<file path="config.mk">
export PLATFORM = sky130hd
export DESIGN_NAME = axil_reg_slave
export DESIGN_NICKNAME = d
export VERILOG_FILES = /design/src/rtl/axil_reg_slave.sv
export SDC_FILE = /design/constraint.sdc
export NUM_CORES = 1
export LEC_CHECK = 0
export ABC_AREA = 1
export CAP_MARGIN = 30
export CORE_AREA = 2 2 250 252
export CTS_CLUSTER_SIZE = 30
export DETAILED_ROUTE_END_ITERATION = 16
export DIE_AREA = 0 0 252 254
export GPL_ROUTABILITY_DRIVEN = 1
export GPL_TIMING_DRIVEN = 0
export PLACE_DENSITY = 0.76
export RECOVER_POWER = 25
export SLEW_MARGIN = 20
export SYNTH_ARGS = -nofsm -noshare
export SYNTH_HDL_FRONTEND = slang
export SYNTH_SLANG_ARGS = --single-unit
</file>
<file path="constraint.sdc">
create_clock -name axilite_clk -period 5.6 [get_ports axilite_clk]
set_clock_uncertainty 0.1 [all_clocks]
set_input_delay 1.4 -clock axilite_clk [delete_from_list [all_inputs] [get_ports axilite_clk]]
set_output_delay 1.4 -clock axilite_clk [all_outputs]
set_load 0.1 [all_outputs]
</file>
<file path="src/rtl/axil_reg_slave.sv">
`default_nettype none
// +--------------------------------------------------------------------------+
// | axil_reg_slave                                                           |
// | AXI4-Lite responder for a bank of 32-bit byte-strobed control registers. |
// | Optional macro AXIL_REG_SLVERR_EN: out-of-range accesses answer SLVERR.  |
// | Revision: 1.0                                                            |
// +--------------------------------------------------------------------------+
module axil_reg_slave #(
    parameter int ADDR_WIDTH = 12,
    parameter int NUM_REGS   = 16
) (
    input  logic                     axilite_clk,
    input  logic                     axilite_resetn,
    input  logic [ADDR_WIDTH-1:0]    s_axil_awaddr,
    input  logic [2:0]               s_axil_awprot,
    input  logic                     s_axil_awvalid,
    output logic                     s_axil_awready,
    input  logic [31:0]              s_axil_wdata,
    input  logic [3:0]               s_axil_wstrb,
    input  logic                     s_axil_wvalid,
    output logic                     s_axil_wready,
    output logic [1:0]               s_axil_bresp,
    output logic                     s_axil_bvalid,
    input  logic                     s_axil_bready,
    input  logic [ADDR_WIDTH-1:0]    s_axil_araddr,
    input  logic [2:0]               s_axil_arprot,
    input  logic                     s_axil_arvalid,
    output logic                     s_axil_arready,
    output logic [31:0]              s_axil_rdata,
    output logic [1:0]               s_axil_rresp,
    output logic                     s_axil_rvalid,
    input  logic                     s_axil_rready,
    output logic [32*NUM_REGS-1:0]   reg_q,
    output logic [NUM_REGS-1:0]      reg_wr_pulse
);

    localparam int                 c_IDX_W       = ADDR_WIDTH - 2;
    localparam logic [c_IDX_W:0]   c_NUM_REGS    = (c_IDX_W + 1)'(NUM_REGS);
    localparam logic [1:0]         c_RESP_OKAY   = 2'b00;
`ifdef AXIL_REG_SLVERR_EN
    localparam logic [1:0]         c_RESP_OOR    = 2'b10;
`else
    localparam logic [1:0]         c_RESP_OOR    = 2'b00;
`endif

    logic                   r_en;
    logic                   r_aw_held;
    logic                   r_w_held;
    logic [c_IDX_W-1:0]     r_aw_idx;
    logic [31:0]            r_wdata;
    logic [3:0]             r_wstrb;
    logic                   r_bvalid;
    logic [1:0]             r_bresp;
    logic                   r_rvalid;
    logic [31:0]            r_rdata;
    logic [1:0]             r_rresp;
    logic [31:0]            r_regs [NUM_REGS];
    logic [NUM_REGS-1:0]    r_wr_pulse;

    logic                   w_aw_hs;
    logic                   w_w_hs;
    logic                   w_ar_hs;
    logic                   w_commit;
    logic                   w_aw_in_range;
    logic                   w_ar_in_range;
    logic [c_IDX_W-1:0]     w_ar_idx;
    logic [31:0]            w_rd_mux;
    logic                   w_unused;

    assign w_unused = ^{s_axil_awprot, s_axil_arprot, s_axil_awaddr[1:0], s_axil_araddr[1:0]};

    assign s_axil_awready = r_en & ~r_aw_held & ~r_bvalid;
    assign s_axil_wready  = r_en & ~r_w_held & ~r_bvalid;
    assign s_axil_arready = r_en & ~r_rvalid;
    assign s_axil_bvalid  = r_bvalid;
    assign s_axil_bresp   = r_bresp;
    assign s_axil_rvalid  = r_rvalid;
    assign s_axil_rdata   = r_rdata;
    assign s_axil_rresp   = r_rresp;
    assign reg_wr_pulse   = r_wr_pulse;

    assign w_aw_hs       = s_axil_awvalid & s_axil_awready;
    assign w_w_hs        = s_axil_wvalid & s_axil_wready;
    assign w_ar_hs       = s_axil_arvalid & s_axil_arready;
    // Both halves held and no response yet outstanding: commit exactly once.
    assign w_commit      = r_aw_held & r_w_held & ~r_bvalid;
    assign w_ar_idx      = s_axil_araddr[ADDR_WIDTH-1:2];
    assign w_aw_in_range = {1'b0, r_aw_idx} < c_NUM_REGS;
    assign w_ar_in_range = {1'b0, w_ar_idx} < c_NUM_REGS;

    always_comb begin
        w_rd_mux = '0;
        for (int i = 0; i < NUM_REGS; i++) begin
            if (w_ar_idx == c_IDX_W'(i)) begin
                w_rd_mux = r_regs[i];
            end
        end
    end

    always_ff @(posedge axilite_clk) begin
        if (!axilite_resetn) begin
            r_en      <= 1'b0;
            r_aw_held <= 1'b0;
            r_w_held  <= 1'b0;
            r_aw_idx  <= '0;
            r_wdata   <= '0;
            r_wstrb   <= '0;
            r_bvalid  <= 1'b0;
            r_bresp   <= c_RESP_OKAY;
        end else begin
            r_en <= 1'b1;
            if (w_aw_hs) begin
                r_aw_held <= 1'b1;
                r_aw_idx  <= s_axil_awaddr[ADDR_WIDTH-1:2];
            end
            if (w_w_hs) begin
                r_w_held <= 1'b1;
                r_wdata  <= s_axil_wdata;
                r_wstrb  <= s_axil_wstrb;
            end
            if (w_commit) begin
                r_bvalid <= 1'b1;
                r_bresp  <= w_aw_in_range ? c_RESP_OKAY : c_RESP_OOR;
            end else if (r_bvalid && s_axil_bready) begin
                r_bvalid  <= 1'b0;
                r_aw_held <= 1'b0;
                r_w_held  <= 1'b0;
            end
        end
    end

    // Out-of-range indices match no register, so they are silently discarded.
    always_ff @(posedge axilite_clk) begin
        if (!axilite_resetn) begin
            for (int i = 0; i < NUM_REGS; i++) begin
                r_regs[i] <= '0;
            end
            r_wr_pulse <= '0;
        end else begin
            r_wr_pulse <= '0;
            for (int i = 0; i < NUM_REGS; i++) begin
                if (w_commit && (r_aw_idx == c_IDX_W'(i))) begin
                    for (int k = 0; k < 4; k++) begin
                        if (r_wstrb[k]) begin
                            r_regs[i][8*k +: 8] <= r_wdata[8*k +: 8];
                        end
                    end
                    r_wr_pulse[i] <= 1'b1;
                end
            end
        end
    end

    always_ff @(posedge axilite_clk) begin
        if (!axilite_resetn) begin
            r_rvalid <= 1'b0;
            r_rdata  <= '0;
            r_rresp  <= c_RESP_OKAY;
        end else if (w_ar_hs) begin
            r_rvalid <= 1'b1;
            r_rdata  <= w_rd_mux;
            r_rresp  <= w_ar_in_range ? c_RESP_OKAY : c_RESP_OOR;
        end else if (r_rvalid && s_axil_rready) begin
            r_rvalid <= 1'b0;
        end
    end

    for (genvar i = 0; i < NUM_REGS; i++) begin : g_reg_q
        assign reg_q[32*i +: 32] = r_regs[i];
    end

endmodule
`default_nettype wire

</file>
==> results.toml <==
[timing]
setup_ws_ps = 1272
tns_ps = 0
worst_slew_pin_slew_ps = 1073
hold_viol_final = 0
slew_viol_final = 0
hold_slack_ps = 365.2
slew_headroom_pct = 28.26
setup_viol = 0
period_needed_ps = 4328
rsz0062_at_grt = "no"
fmax_mhz = 231.0
timing.final.crit_share_pct = 77.29

[grt]
grt_max_degree = 16
grt_usage_pct = 33.08
gr-total-overflow = 0
grt_pass1_wl_um = 150200
antenna_found_initial = 5
grt_pass1_vias = 21880

[hold_path]
hp-class = "flip-flop to flip-flop"
holdPathStages = 2

[worst_setup_path]
cp.required_ps = 5760
startpoint_type = "input pin"
critPathKind = "input pin to flip-flop"
crit_path_end_kind = "flip-flop"
cp_max_fo = 10
worstPathArrival_ps = 4480
reg2reg_depth = 6

[floorplanning]
floorplan.initialDensity_pct = 41.66
num_rows = 91
fp.dieH_um = 254
core_region_area_um2 = 61260
die_w_um = 252
die-area_um2 = 64010
pin_count = 642

[final_layout]
final_cell_mix = "nand2_1 (635), clkdlybuf4s50_1 (626), nor2_1 (587)"
final_common_cell = "nand2_1"
final_nets = 3414
regArea_um2 = 17360
final_area_um2 = 37170
area_growth_pct = 45.65
final_util_pct = 60.68
instances_no_fill = 4192
final_layout_size_suffix_gt1_share_pct = 8.075
multi_input_area_um2 = 6789
n_fill_cell = 4929

[logic_synthesis]
synth_seq_cells = 611
synth_cell_types = 32
synth_edf_count = 512
ys.flop_type = "edfxtp_1"
syn_inst = 2553
syn_avg_cell_area_um2 = 9.996
yosysSeqAreaShare_pct = 68.01
yosys_warnings = 0
netlist_area_um2 = 25520
postSynth.asyncResetShare_pct = 0

[clocking]
insertion_delay_ps = 640
cts_tree = "done"
cts_root_buf = "clkbuf_16"
cts_buffer_depth = 3
cts_made_buffers = 61
cts_sinks = 611
htree_levels = 2
post-cts-setup-buffers = 0
path_clk_slew_ps = 60
hold_buffers = 0
cts_resized = 0

[detailed_routing]
first_pass_iters = 7
drtIter0Drc = 2659
postRouteAntennaNets = 0
wirelength_um = 109100
vias = 22770
routedWlPerCell_um = 26.03
drc = 0
vias_per_cell = 5.431

[place]
placed_area_um2 = 35130
port_buffers = 627
dp_slack_ps = 764.5
dp_cells = 4066
gp_congestion = 0.9784
place_hpwl_um = 86810

[pwr]
leakage_nw = 14.23
total_power_mw = 11.58
power.density_nw_per_um2 = 311.7
vdd_ir_drop_max_mv = 0.2478

[job]
maxCapViolCount = 0

[outcome]
status = "finished, final reports clean"
==> logic make-up after synthesis <==
| family | count (synthesis) | share of synthesized area, % |
|---|---|---|
| flops | 611 | 68.01 |
| other cells | 1 | 0.01469 |
| compound gates | 141 | 2.795 |
| simple gates | 1451 | 23.72 |
| buf+inv | 349 | 5.462 |
==> where the power goes <==
group          internal [mW]  switching [mW]  total [mW]
Sequential              5.12           0.139        5.26
Clock                   2.34            1.82        4.16
Combinational          0.489            1.67        2.16
==> cell usage after synthesis (2+ instances only) <==
cell type    n  area (um^2)
nand2_2      3        18.77
a21oi_1     41        205.2
edfxtp_1   512        15370
and2_1       6        37.54
clkinv_1     4        15.01
nor4_4       3        63.81
nor2_2       6        37.54
or2_2        9        56.30
nand3_1     74        370.4
or2_0        9        56.30
buf_2       22        110.1
nor2_4       3        33.78
buf_1        6        22.52
or2_1        2        12.51
buf_4        7        52.55
nand2_1    635         2384
inv_1      212        795.8
o21ai_0     97        485.5
nand4_1     86        538.0
nor4_2       6        75.07
nor3_1      14        70.07
nor3_4       4        65.06
nor2_1     587         2203
o21a_1       3        22.52
clkbuf_1    77        289.0
dfxtp_1     99         1982
inv_2       17        63.81
nor4_1       2        12.51
buf_6        4        45.04
==> cell type report <==
class | instances | area share (%)
Antenna cell | 9 | 0.06059
Buffer | 116 | 1.397
Clock buffer | 82 | 4.541
Clock inverter | 33 | 0.8113
Inverter | 233 | 2.353
Multi-Input combinational cell | 1596 | 18.27
Sequential cell | 611 | 46.70
Tap cell | 790 | 2.659
Timing Repair Buffer | 722 | 23.22
==> critical path: stages <==
cell and delay [ps]:
dlygate4sd3_1 680, clkbuf_1 440, clkbuf_1 590, clkbuf_1 830, nand2_1 530
==> metal layers <==
metal	routed length, um	track usage (%)	vias to the layer above	part of all wire, %
li1	-	-	9950	-
met5	13	0	-	0.012
met2	52550	55.65	1618	48
met4	4246	11.99	2	3.9
met1	40090	42.16	10940	37
met3	12220	7.170	259	11
==> registers in the layout, indices dropped and copies added, names as in the netlist <==
signal         flops
r_en               1
r_regs           512
r_w_held           1
r_aw_idx          10
s_axil_bvalid      1
s_axil_rvalid      1
s_axil_rdata      32
r_wstrb            4
reg_wr_pulse      16
r_aw_held          1
r_wdata           32
==> path summary, 6_finish.rpt <==
path	start	end	slack, ps
worst max-delay path	axilite_resetn	r_regs[0][9]$_SDFFCE_PN0P_	1270
worst min-delay path	s_axil_rdata[16]$_SDFFE_PN0P_	s_axil_rdata[16]$_SDFFE_PN0P_	370
worst max register to register	r_w_held$_SDFF_PN0_	r_regs[0][91]$_SDFFCE_PN0P_	1580
worst min register to register	s_axil_rdata[16]$_SDFFE_PN0P_	s_axil_rdata[16]$_SDFFE_PN0P_	370
Note: power is estimated with default switching activity, not from simulation.
